--- src/rtl/mb_lane_serializer_if.sv ---
// Parallel word handshake between the mainband TX datapath and the lane serializer.
interface mb_lane_serializer_if #(
  parameter int WIDTH = 32
);
  logic [WIDTH-1:0] i_par_data;
  logic             i_par_valid;
  logic             o_par_ready;

  modport master (output i_par_data, output i_par_valid, input  o_par_ready);
  modport slave  (input  i_par_data, input  i_par_valid, output o_par_ready);
endinterface

--- src/rtl/mb_lane_serializer.sv ---
// Mainband lane TX serializer: WIDTH-bit words in over valid/ready, out MSB first one bit per pll_clk,
// first bit the cycle after acceptance; a one-entry hold keeps streams gapless and ready drops while it is full.
module mb_lane_serializer #(
  parameter int WIDTH        = 32,
  parameter int TRAIL_CYCLES = 4
) (
  input  logic                 pll_clk,
  input  logic                 i_rst,
  mb_lane_serializer_if.slave  par_if,
  output logic                 o_ser_data,
  output logic                 o_ser_valid,
  output logic                 o_word_last,
  output logic                 o_clk_en,
  output logic                 o_busy
);
  localparam int BW = $clog2(WIDTH);

  typedef enum logic [1:0] {IDLE, SHIFT, TRAIL} state_t;

  state_t           state_q, state_d;
  logic [WIDTH-1:0] shift_reg_q, shift_reg_d;
  logic [WIDTH-1:0] hold_q, hold_d;
  logic             hold_valid_q, hold_valid_d;
  logic [BW-1:0]    bit_cnt_q, bit_cnt_d;
  logic             ser_data_q, ser_data_d;
  logic             ser_valid_q, ser_valid_d;
  logic             word_last_q, word_last_d;
  logic             clk_en_q, clk_en_d;
  logic             busy_q, busy_d;
  logic             xfer;
  logic             last_bit;
  logic             trail_done;

  assign par_if.o_par_ready = !hold_valid_q;
  assign xfer     = par_if.i_par_valid && !hold_valid_q;
  assign last_bit = (bit_cnt_q == BW'(WIDTH - 1));

  always_comb begin
    state_d      = state_q;
    shift_reg_d  = shift_reg_q;
    hold_d       = hold_q;
    hold_valid_d = hold_valid_q;
    bit_cnt_d    = bit_cnt_q;
    unique case (state_q)
      IDLE: begin
        if (xfer) begin
          state_d     = SHIFT;
          shift_reg_d = par_if.i_par_data;
          bit_cnt_d   = '0;
        end
      end
      SHIFT: begin
        if (last_bit) begin
          bit_cnt_d = '0;
          // Held word has priority; ready is low then, so no new word can race it.
          if (hold_valid_q) begin
            shift_reg_d  = hold_q;
            hold_valid_d = 1'b0;
          end else if (xfer) begin
            shift_reg_d = par_if.i_par_data;
          end else begin
            state_d = (TRAIL_CYCLES > 0) ? TRAIL : IDLE;
          end
        end else begin
          shift_reg_d = shift_reg_q << 1;
          bit_cnt_d   = bit_cnt_q + 1'b1;
          if (xfer) begin
            hold_d       = par_if.i_par_data;
            hold_valid_d = 1'b1;
          end
        end
      end
      TRAIL: begin
        if (xfer) begin
          state_d     = SHIFT;
          shift_reg_d = par_if.i_par_data;
          bit_cnt_d   = '0;
        end else if (trail_done) begin
          state_d = IDLE;
        end
      end
      default: state_d = IDLE;
    endcase

    // Outputs are registered from next-state values so they line up with state_q.
    ser_valid_d = (state_d == SHIFT);
    ser_data_d  = ser_valid_d && shift_reg_d[WIDTH-1];
    word_last_d = ser_valid_d && (bit_cnt_d == BW'(WIDTH - 1));
    clk_en_d    = (state_d != IDLE);
    busy_d      = (state_d != IDLE) || hold_valid_d;
  end

  generate
    if (TRAIL_CYCLES > 0) begin : g_trail
      localparam int TW = $clog2(TRAIL_CYCLES + 1);
      logic [TW-1:0] trail_cnt_q, trail_cnt_d;

      always_comb begin
        trail_cnt_d = '0;
        if (state_q == TRAIL && !xfer) begin
          trail_cnt_d = trail_cnt_q + 1'b1;
        end
      end

      always_ff @(posedge pll_clk) begin
        if (i_rst) trail_cnt_q <= '0;
        else       trail_cnt_q <= trail_cnt_d;
      end

      assign trail_done = (trail_cnt_q == TW'(TRAIL_CYCLES - 1));
    end else begin : g_no_trail
      assign trail_done = 1'b1;
    end
  endgenerate

  always_ff @(posedge pll_clk) begin
    if (i_rst) begin
      state_q      <= IDLE;
      shift_reg_q  <= '0;
      hold_q       <= '0;
      hold_valid_q <= 1'b0;
      bit_cnt_q    <= '0;
      ser_data_q   <= 1'b0;
      ser_valid_q  <= 1'b0;
      word_last_q  <= 1'b0;
      clk_en_q     <= 1'b0;
      busy_q       <= 1'b0;
    end else begin
      state_q      <= state_d;
      shift_reg_q  <= shift_reg_d;
      hold_q       <= hold_d;
      hold_valid_q <= hold_valid_d;
      bit_cnt_q    <= bit_cnt_d;
      ser_data_q   <= ser_data_d;
      ser_valid_q  <= ser_valid_d;
      word_last_q  <= word_last_d;
      clk_en_q     <= clk_en_d;
      busy_q       <= busy_d;
    end
  end

  assign o_ser_data  = ser_data_q;
  assign o_ser_valid = ser_valid_q;
  assign o_word_last = word_last_q;
  assign o_clk_en    = clk_en_q;
  assign o_busy      = busy_q;
endmodule

--- src/flat_wrapper.sv ---
// flat-port wrapper written by rule: the top's interface ports become plain ports
module mb_lane_serializer_flat 
#(
  parameter int WIDTH        = 32,
  parameter int TRAIL_CYCLES = 4
)
  (pll_clk, i_rst, o_ser_data, o_ser_valid, o_word_last, o_clk_en, o_busy, par_if_i_par_data, par_if_i_par_valid, par_if_o_par_ready);
  mb_lane_serializer_if #(.WIDTH(WIDTH)) par_if_i ();
  input  logic pll_clk;
  input  logic i_rst;
  output logic o_ser_data;
  output logic o_ser_valid;
  output logic o_word_last;
  output logic o_clk_en;
  output logic o_busy;
  input wire logic [$bits(par_if_i.i_par_data)-1:0] par_if_i_par_data;
  input wire logic [$bits(par_if_i.i_par_valid)-1:0] par_if_i_par_valid;
  output wire logic [$bits(par_if_i.o_par_ready)-1:0] par_if_o_par_ready;
  assign par_if_i.i_par_data = par_if_i_par_data;
  assign par_if_i.i_par_valid = par_if_i_par_valid;
  assign par_if_o_par_ready = par_if_i.o_par_ready;
  mb_lane_serializer #(.WIDTH(WIDTH), .TRAIL_CYCLES(TRAIL_CYCLES)) u_core (.pll_clk(pll_clk), .i_rst(i_rst), .par_if(par_if_i), .o_ser_data(o_ser_data), .o_ser_valid(o_ser_valid), .o_word_last(o_word_last), .o_clk_en(o_clk_en), .o_busy(o_busy));
endmodule
--- config.mk ---
export PLATFORM = sky130hd
export DESIGN_NAME = mb_lane_serializer_flat
export DESIGN_NICKNAME = d
export VERILOG_FILES = /design/src/rtl/mb_lane_serializer_if.sv /design/src/rtl/mb_lane_serializer.sv /design/src/flat_wrapper.sv
export SDC_FILE = /design/constraint.sdc
export NUM_CORES = 1
export LEC_CHECK = 0
export CAP_MARGIN = 20
export CELL_PAD_IN_SITES_DETAIL_PLACEMENT = 2
export CELL_PAD_IN_SITES_GLOBAL_PLACEMENT = 2
export CORE_ASPECT_RATIO = 1.1
export CORE_UTILIZATION = 34
export CTS_CLUSTER_DIAMETER = 50
export DETAILED_ROUTE_END_ITERATION = 7
export GPL_TIMING_DRIVEN = 0
export PLACE_DENSITY = 0.79
export SETUP_SLACK_MARGIN = 0.5
export SYNTH_ARGS = -nofsm -noshare
export SYNTH_HDL_FRONTEND = slang
export SYNTH_SLANG_ARGS = --single-unit
--- constraint.sdc ---
create_clock -name pll_clk -period 2.4 [get_ports pll_clk]
set_input_delay 0.24 -clock pll_clk [delete_from_list [all_inputs] [get_ports pll_clk]]
set_output_delay 0.24 -clock pll_clk [all_outputs]
set_load 0.005 [all_outputs]
==> Word-level counts from Yosys, hierarchy flattened <==
Index checks and enable logic that the tools add are counted.
{ "word_totals": {"register_bits": 80, "in_bits": 35, "out_inout_bits": 6, "word_cells": 52} }
{ "classes": {"addsub": 2, "n_eq_ne": 6, "muxes": 17, "bitwise": 2, "reduce_logical": 13} }
{ "ops": {"columns": ["cell", "count"], "rows": [
  ["$mux 32", 3],
  ["$pmux 32 s2", 1],
  ["$mux 2", 6],
  ["$eq 5x5->1 const B", 2],
  ["$mux 5", 2],
  ["$pmux 5 s2", 1],
  ["$pmux 2 s3", 1],
  ["$add 5x1->5 const B", 1],
  ["$eq 2x1->1 const B", 2],
  ["$logic_and 1x1->1", 4],
  ["$reduce_bool 2->1", 2],
  ["$reduce_or 2->1", 2],
  ["$add 3x1->3 const B", 1],
  ["$eq 3x2->1 const B", 1],
  ["$mux 1", 3],
  ["$reduce_and 3->1", 1],
  ["$eq 2x2->1 const B", 1],
  ["$logic_not 1->1", 2],
  ["$logic_not 2->1", 1],
  ["$not 1->1", 2],
  ["$logic_or 1x1->1", 1]
]} }

==> Depth between registers and ports, before layout <==
Gate-level depths: netlist of run 1.
{ "depth": {"depth_word": 8, "depth_mapped": 9} }

==> Worst setup path before layout of run 1 <==
No wires, ideal clock.
{ "synth_path": {"path_type": "flip-flop to flip-flop", "from": "register u_core.bit_cnt_q[0]", "to": "register u_core.shift_reg_q[22]", "setup_ps": 132, "t_arrival_ps": 1848, "required_time_ps": 2268, "slack_ps": 419, "path_stages_with_launch": 10, "path_buffers": 3, "path_cell_list": "dfxtp_1 > ha_1 > and3_1 > ha_1 > buf_2 > and3_4 > buf_6 > buf_6 > a222oi_1 > a21oi_1"} }
{ "synth_between": {"elab_chain_len": 3} }
{ "synth_lines": {"columns": ["item", "line_no", "text"], "rows": [
  ["start, declared", "mb_lane_serializer.sv:24", "logic [BW-1:0] bit_cnt_q, bit_cnt_d;"],
  ["start signal, assigned", "mb_lane_serializer.sv:133", "bit_cnt_q <= bit_cnt_d;"],
  ["$eq 5x5->1", "mb_lane_serializer.sv:36", "assign last_bit = (bit_cnt_q == BW'(WIDTH - 1));"],
  ["$mux 32", "mb_lane_serializer.sv:53", "if (last_bit) begin"],
  ["$pmux 32 s2", "mb_lane_serializer.sv:44", "unique case (state_q)"],
  ["end signal, assigned", "mb_lane_serializer.sv:130", "shift_reg_q <= shift_reg_d;"],
  ["end, declared", "mb_lane_serializer.sv:21", "logic [WIDTH-1:0] shift_reg_q, shift_reg_d;"]
]} }
Every way passes these cells.
A chain may end at the register's enable or synchronous reset.

==> Final worst setup path of run 1 <==
{ "layout_path": {"from": "register u_core.bit_cnt_q[1]", "to": "register u_core.shift_reg_q[19]"} }
Same word-level chain as after synthesis.

==> impl_metrics.ini, run 1 <==
[outcome]
outcome = finished clean

[logic_synthesis]
synthFlopType = dfxtp_1
synth_seq_area_share = 0.4463
ys_seq_elements = 80
synthArstFlopShare = 0
netlist.area_leader.share = 0.4463
synth_edf_count = 0
yosysWarnings = 0
synth_top_area_cell = dfxtp_1
synthCells = 420
synth.cell_area_um2 = 3588
avgSynthCellArea_um2 = 8.544
yosysUniqueCellTypes = 44
synth_most_common_cell = nand2_1
synth_fp_nets = 460
synth.area.top_cells = dfxtp_1 (45%), nand2_1 (9.1%), a222oi_1 (8.4%), a21oi_1 (7.9%), mux2_2 (6.3%)
synth_commonest_cells = nand2_1 (87), dfxtp_1 (80), a21oi_1 (57), a222oi_1 (30), nor2_1 (24)

[routing]
drt_iter0_drc = 250
vias = 3438
viasPerCell = 5.457
finalWirelength_um = 12510
drc_errors = 0
firstDrtPassIters = 7
antenna_left = 0
wl_per_cell_um = 19.86

[floorplan]
ios = 41
core_area_um2 = 10080
fp.dieArea_um2 = 10970
die_w_um = 99.95
start_util = 0.3560
rows = 38
die_h_um = 109.7

[critical_path]
cp_top_family = compound AO/OA/AOI/OAI gates
r2r-start = u_core.bit_cnt_q[1]
crit_path_start = u_core.bit_cnt_q[1]
worst_ep_arrival_time_ps = 2270
crit_required_ps = 2620
cp_slowest_cell = dfxtp_4
r2r_setup_slack_ps = 350
path_depth = 9
cpMostUsedCell = buf_8
cp-end-kind = flip-flop
worstSetupEndpoint = u_core.shift_reg_q[19]
cp_slowest_stage_delay_ps = 350
regToRegEndpoint = u_core.shift_reg_q[19]
critPathBufInv = 3
cp_cell_sequence = ha_4 -> and3_4 -> ha_4 -> buf_8 -> and3_4 -> buf_8 -> buf_8 -> a222oi_1 -> a21oi_1
crit_fanout = 6
r2r_cells = 9
critPathKind = flip-flop to flip-flop
cp-start-kind = flip-flop

[sta]
period_share = 0.8558
hold_slack_ps = 427.8
grt_setup_unrepaired = yes
maxSlewViolCount = 0
tns_ps = 0
slew-limit-headroom = 0.6039
max_freq_ghz = 0.4869
tightestPinTransition_ps = 594.1
fin_crit_ps = 2054
fin_skew_ps = 11.76
hold_violations = 0
setup_viol = 0

[cells_and_area]
multi_input_area_um2 = 1852
drive_gt1_frac = 0.1918
area_growth_syn_to_layout_pct = 30.13
layout.nets = 526
num-fill-cells = 1111
stdcell_area_um2 = 4669
antenna_cells = 0
seqCellArea_um2 = 1609

[global_routing]
grt_pass1_wl_um = 19840
grt_util_all_layers = 0.2370
grt_pass1_vias = 3765
grt-ovfl-total = 0
grt_max_degree = 12
antenna_found_initial = 0

[placed_design]
dpl.hpwl_um = 7979
dpl_cell_area_um2 = 4182
place.gp.congestion = 0.7729
port_buffers = 40

[clock_network]
cts_buffers = 9
cts_tree = built
clk_latency_ps = 360
clkSlewWorstSetupHoldPaths_ps = 80
cts_root_buf = clkbuf_8
numClockSinks = 80
cts.path.max_buffers = 2
postCtsHoldBufs = 0
htree_levels = 3

[hold_path]
hp-class = flip-flop to flip-flop
worstHoldStart = u_core.g_trail.trail_cnt_q[0]

[power_and_ir_drop]
ir_drop_mv = 0.2353
p_leak_nw = 1.655
powerDensity_nw_per_um2 = 610.2

[flow_run]
maxCapViolations = 0
==> state kept, by name (all words and copies together), names as in the netlist <==
| signal | cells |
|---|---|
| u_core.hold_q | 32 |
| u_core.bit_cnt_q | 5 |
| u_core.state_q | 2 |
| u_core.hold_valid_q | 1 |
| u_core.o_word_last | 1 |
| u_core.o_clk_en | 1 |
| u_core.g_trail.trail_cnt_q | 3 |
| u_core.shift_reg_q | 32 |
| u_core.o_busy | 1 |
| u_core.o_ser_valid | 1 |
| u_core.o_ser_data | 1 |
==> kinds of logic (layout without fill, tap and decap cells) <==
| family | count (synthesis) | after routing | share of synthesized area |
|---|---|---|---|
| compound gates | 113 | 113 | 0.2123 |
| buf+inv | 51 | 121 | 0.06694 |
| fa+ha+maj | 5 | 5 | 0.01743 |
| flops | 80 | 80 | 0.4463 |
| simple gates | 151 | 151 | 0.1942 |
| mux | 20 | 20 | 0.06276 |
==> cell type report <==
class / instances / area share
plain buffers: 34 / 0.05171
clock buffers: 15 / 0.03564
inverters: 17 / 0.01367
multi-input cells: 289 / 0.3966
flip-flops and latches: 80 / 0.3446
well taps: 140 / 0.03751
repair buffers: 55 / 0.1203
==> cell usage in the layout, fill, tap and decap left out, types with 3 or more instances in the layout <==
master and n:
nand3_1 13, dfxtp_1 78, and2_1 3, nand2b_4 3, nor2_1 24, buf_8 4
o21ai_0 11, buf_2 7, nor3_1 3, clkbuf_8 12, buf_4 18, clkbuf_1 14
buf_6 5, a222oi_1 30, a21oi_1 56, inv_1 17, mux2_2 20, nand2_1 86
clkdlybuf4s50_1 40
==> report_power, final <==
| group | leakage (nW) | total (mW) | switching [mW] | internal (mW) |
|---|---|---|---|---|
| logic | 0.917 | 0.494 | 0.264 | 0.230 |
| clock network | 0.0838 | 0.903 | 0.473 | 0.430 |
| registers | 0.654 | 1.45 | 0.0505 | 1.40 |
| total | 1.66 | 2.85 | 0.788 | 2.06 |
==> per-stage QoR <==
stage / setup WS, ps / std cells / utilization / total power [mW]
after floorplan: 500.2 / 420 / - / 1.729
after global placement: 155.6 / 600 / 0.4148 / 1.898
after detailed placement: 57.83 / 600 / 0.4148 / 1.924
after CTS: 342.3 / 626 / 0.4527 / 2.852
after global routing: 251.6 / 630 / 0.4633 / 2.985
final: 346.0 / 630 / 0.4633 / 2.849
==> worst register-to-register path, stage by stage (launching register included) <==
cell	delay, ps
dfxtp_4	350
ha_4	160
and3_4	190
ha_4	180
buf_8	130
and3_4	170
buf_8	140
buf_8	130
a222oi_1	330
a21oi_1	140
==> repair_timing <==
| item | in CTS | in global routing |
|---|---|---|
| resized for setup | 33 | 18 |
| cloned | 2 | 2 |
| setup endpoints to repair | 68 | 67 |
| pin swaps | 12 | 25 |
| buffers inserted | 9 | 2 |
==> worst min path at each step <==
stage / end / slack, ps / cells past startpoint
floorplan: u_core.bit_cnt_q[4] / 320 / 1
global placement: u_core.g_trail.trail_cnt_q[0] / 410 / 1
detailed placement: u_core.g_trail.trail_cnt_q[0] / 420 / 1
CTS: u_core.g_trail.trail_cnt_q[0] / 440 / 1
global route: u_core.hold_q[24] / 470 / 3
finish: u_core.g_trail.trail_cnt_q[0] / 430 / 1
==> metal layers <==
metal  share of wire  wire length (um)  up-vias  global-route usage
met4           0.016               197        0             0.08718
li1                -                 -     1628                   -
met1            0.41              5134     1716              0.2714
met2            0.54              6735       78              0.4478
met5               0                 0        -                   0
met3           0.035               444       16             0.03115
(Power assumes the default switching activity.)
==> inputs of run 2 (changes only) <==
- CAP_MARGIN: 20 -> unset
==> results of run 2 <==
The final DEF is identical to that of run 1; final timing and power are the same.
==> inputs of run 3 (changes only) <==
- CORE_MARGIN: unset -> 3
- PLACE_DENSITY: 0.79 -> unset
- PLACE_DENSITY_LB_ADDON: unset -> 0.1
- SETUP_SLACK_MARGIN: 0.5 -> 0.4
==> impl_metrics.ini, run 3 (synthesis gave the netlist of run 1 again) <==
[sta]
maxSlewViolCount = 0
grt_setup_unrepaired = yes
tightestPinTransition_ps = 600.7
slew-limit-headroom = 0.5995
setup_viol = 0
max_freq_ghz = 0.4948
hold_violations = 0
fin_crit_ps = 2021
period_share = 0.8420
tns_ps = 0
fin_skew_ps = 11.01
hold_slack_ps = 432.7

[cells_and_area]
drive_gt1_frac = 0.1803
layout.nets = 523
antenna_cells = 0
layout_common_cells = nand2_1 (87), dfxtp_1 (78), a21oi_1 (56), clkdlybuf4s50_1 (40), a222oi_1 (30)
num-fill-cells = 1133
reg_top3 = u_core.hold_q (32), u_core.shift_reg_q (32), u_core.bit_cnt_q (5)
area_growth_syn_to_layout_pct = 28.63
stdcell_area_um2 = 4616
mostFrequentLayoutCell = nand2_1

[critical_path]
r2r_setup_slack_ps = 380
critPathKind = flip-flop to flip-flop
cp-end-kind = flip-flop
worst_ep_arrival_time_ps = 2250
crit_required_ps = 2630
cp-start-kind = flip-flop
crit_fanout = 7

[clock_network]
cts_tree = built
clk_latency_ps = 370
clkSlewWorstSetupHoldPaths_ps = 80
numClockSinks = 80
postCtsHoldBufs = 0
cts_buffers = 9
cts.path.max_buffers = 2
cts_root_buf = clkbuf_8
htree_levels = 3

[placed_design]
place.gp.congestion = 0.7417
dpl_cell_area_um2 = 4164
dpl.hpwl_um = 7838
port_buffers = 40

[hold_path]
hp-class = flip-flop to flip-flop

[outcome]
outcome = finished clean

[routing]
finalWirelength_um = 11910
drc_errors = 0
antenna_left = 0
wl_per_cell_um = 18.97
firstDrtPassIters = 5
drt_iter0_drc = 234
vias = 3388
viasPerCell = 5.395

[floorplan]
core_area_um2 = 10080
start_util = 0.3560
die_h_um = 113.7
ios = 41
fp.dieArea_um2 = 11820
rows = 38
die_w_um = 104.0

[global_routing]
antenna_found_initial = 0
grt_pass1_vias = 3824
grt_util_all_layers = 0.2147
grt_max_degree = 13
grt_pass1_wl_um = 20180
grt-ovfl-total = 0

[power_and_ir_drop]
power_mw = 3.041
p_leak_nw = 1.642
powerDensity_nw_per_um2 = 658.8
ir_drop_mv = 0.2391

[flow_run]
maxCapViolations = 0
run 3: layout make-up:
class,instances,area (um^2),area share
Multi-Input combinational cell,289,1821,0.3944
Sequential cell,80,1609,0.3486
Timing Repair Buffer,52,518.0,0.1122
Buffer,34,215.2,0.04662
Tap cell,140,175.2,0.03795
Clock buffer,13,148.9,0.03226
Clock inverter,3,65.06,0.01410
Inverter,17,63.81,0.01382
run 3: repair_timing:
action / CTS / global route
gates cloned: 1 / 0
setup buffers: 11 / 0
pin swaps: 8 / 11
endpoints found under the setup margin: 67 / 63
resized for setup: 22 / 21
run 3: worst max-delay path, cell delays in order, from the launching register on:
cell and delay (ps):
dfxtp_4 360, ha_4 160, and3_4 190, ha_4 170, buf_6 130, and3_4 170
buf_8 130, buf_8 130, a222oi_1 320, a21oi_1 130
run 3: path summary, 6_finish.rpt:
check / to / cells after the start / start
max reg2reg: u_core.shift_reg_q[29] / 9 / u_core.bit_cnt_q[1]
max: u_core.shift_reg_q[29] / 9 / u_core.bit_cnt_q[1]
min reg2reg: u_core.g_trail.trail_cnt_q[0] / 1 / u_core.g_trail.trail_cnt_q[0]
min: u_core.g_trail.trail_cnt_q[0] / 1 / u_core.g_trail.trail_cnt_q[0]
run 3: layer usage:
metal / vias up / part of all wire / routed length [um] / GRT usage
li1: 1632 / - / - / -
met1: 1697 / 0.46 / 5430 / 0.2607
met2: 47 / 0.50 / 5970 / 0.3784
met3: 12 / 0.025 / 300 / 0.03339
met4: 0 / 0.018 / 212 / 0.09309
met5: - / 0 / 0 / 0
run 3: through the flow:
| step | utilization | std cells | setup slack, ps |
|---|---|---|---|
| CTS | 0.4526 | 628 | 384.1 |
| global placement | 0.4131 | 600 | -34.78 |
| detailed placement | 0.4131 | 600 | -100.6 |
| floorplan | - | 420 | 419.4 |
| finish | 0.4579 | 628 | 379.1 |
| global route | 0.4579 | 628 | 301.7 |
run 3: where the power goes:
part           switching (mW)  leakage, nW  internal (mW)
Sequential             0.0490        0.654           1.40
Clock                   0.510        0.108          0.615
Combinational           0.248        0.880          0.218
Total                   0.807         1.64           2.23
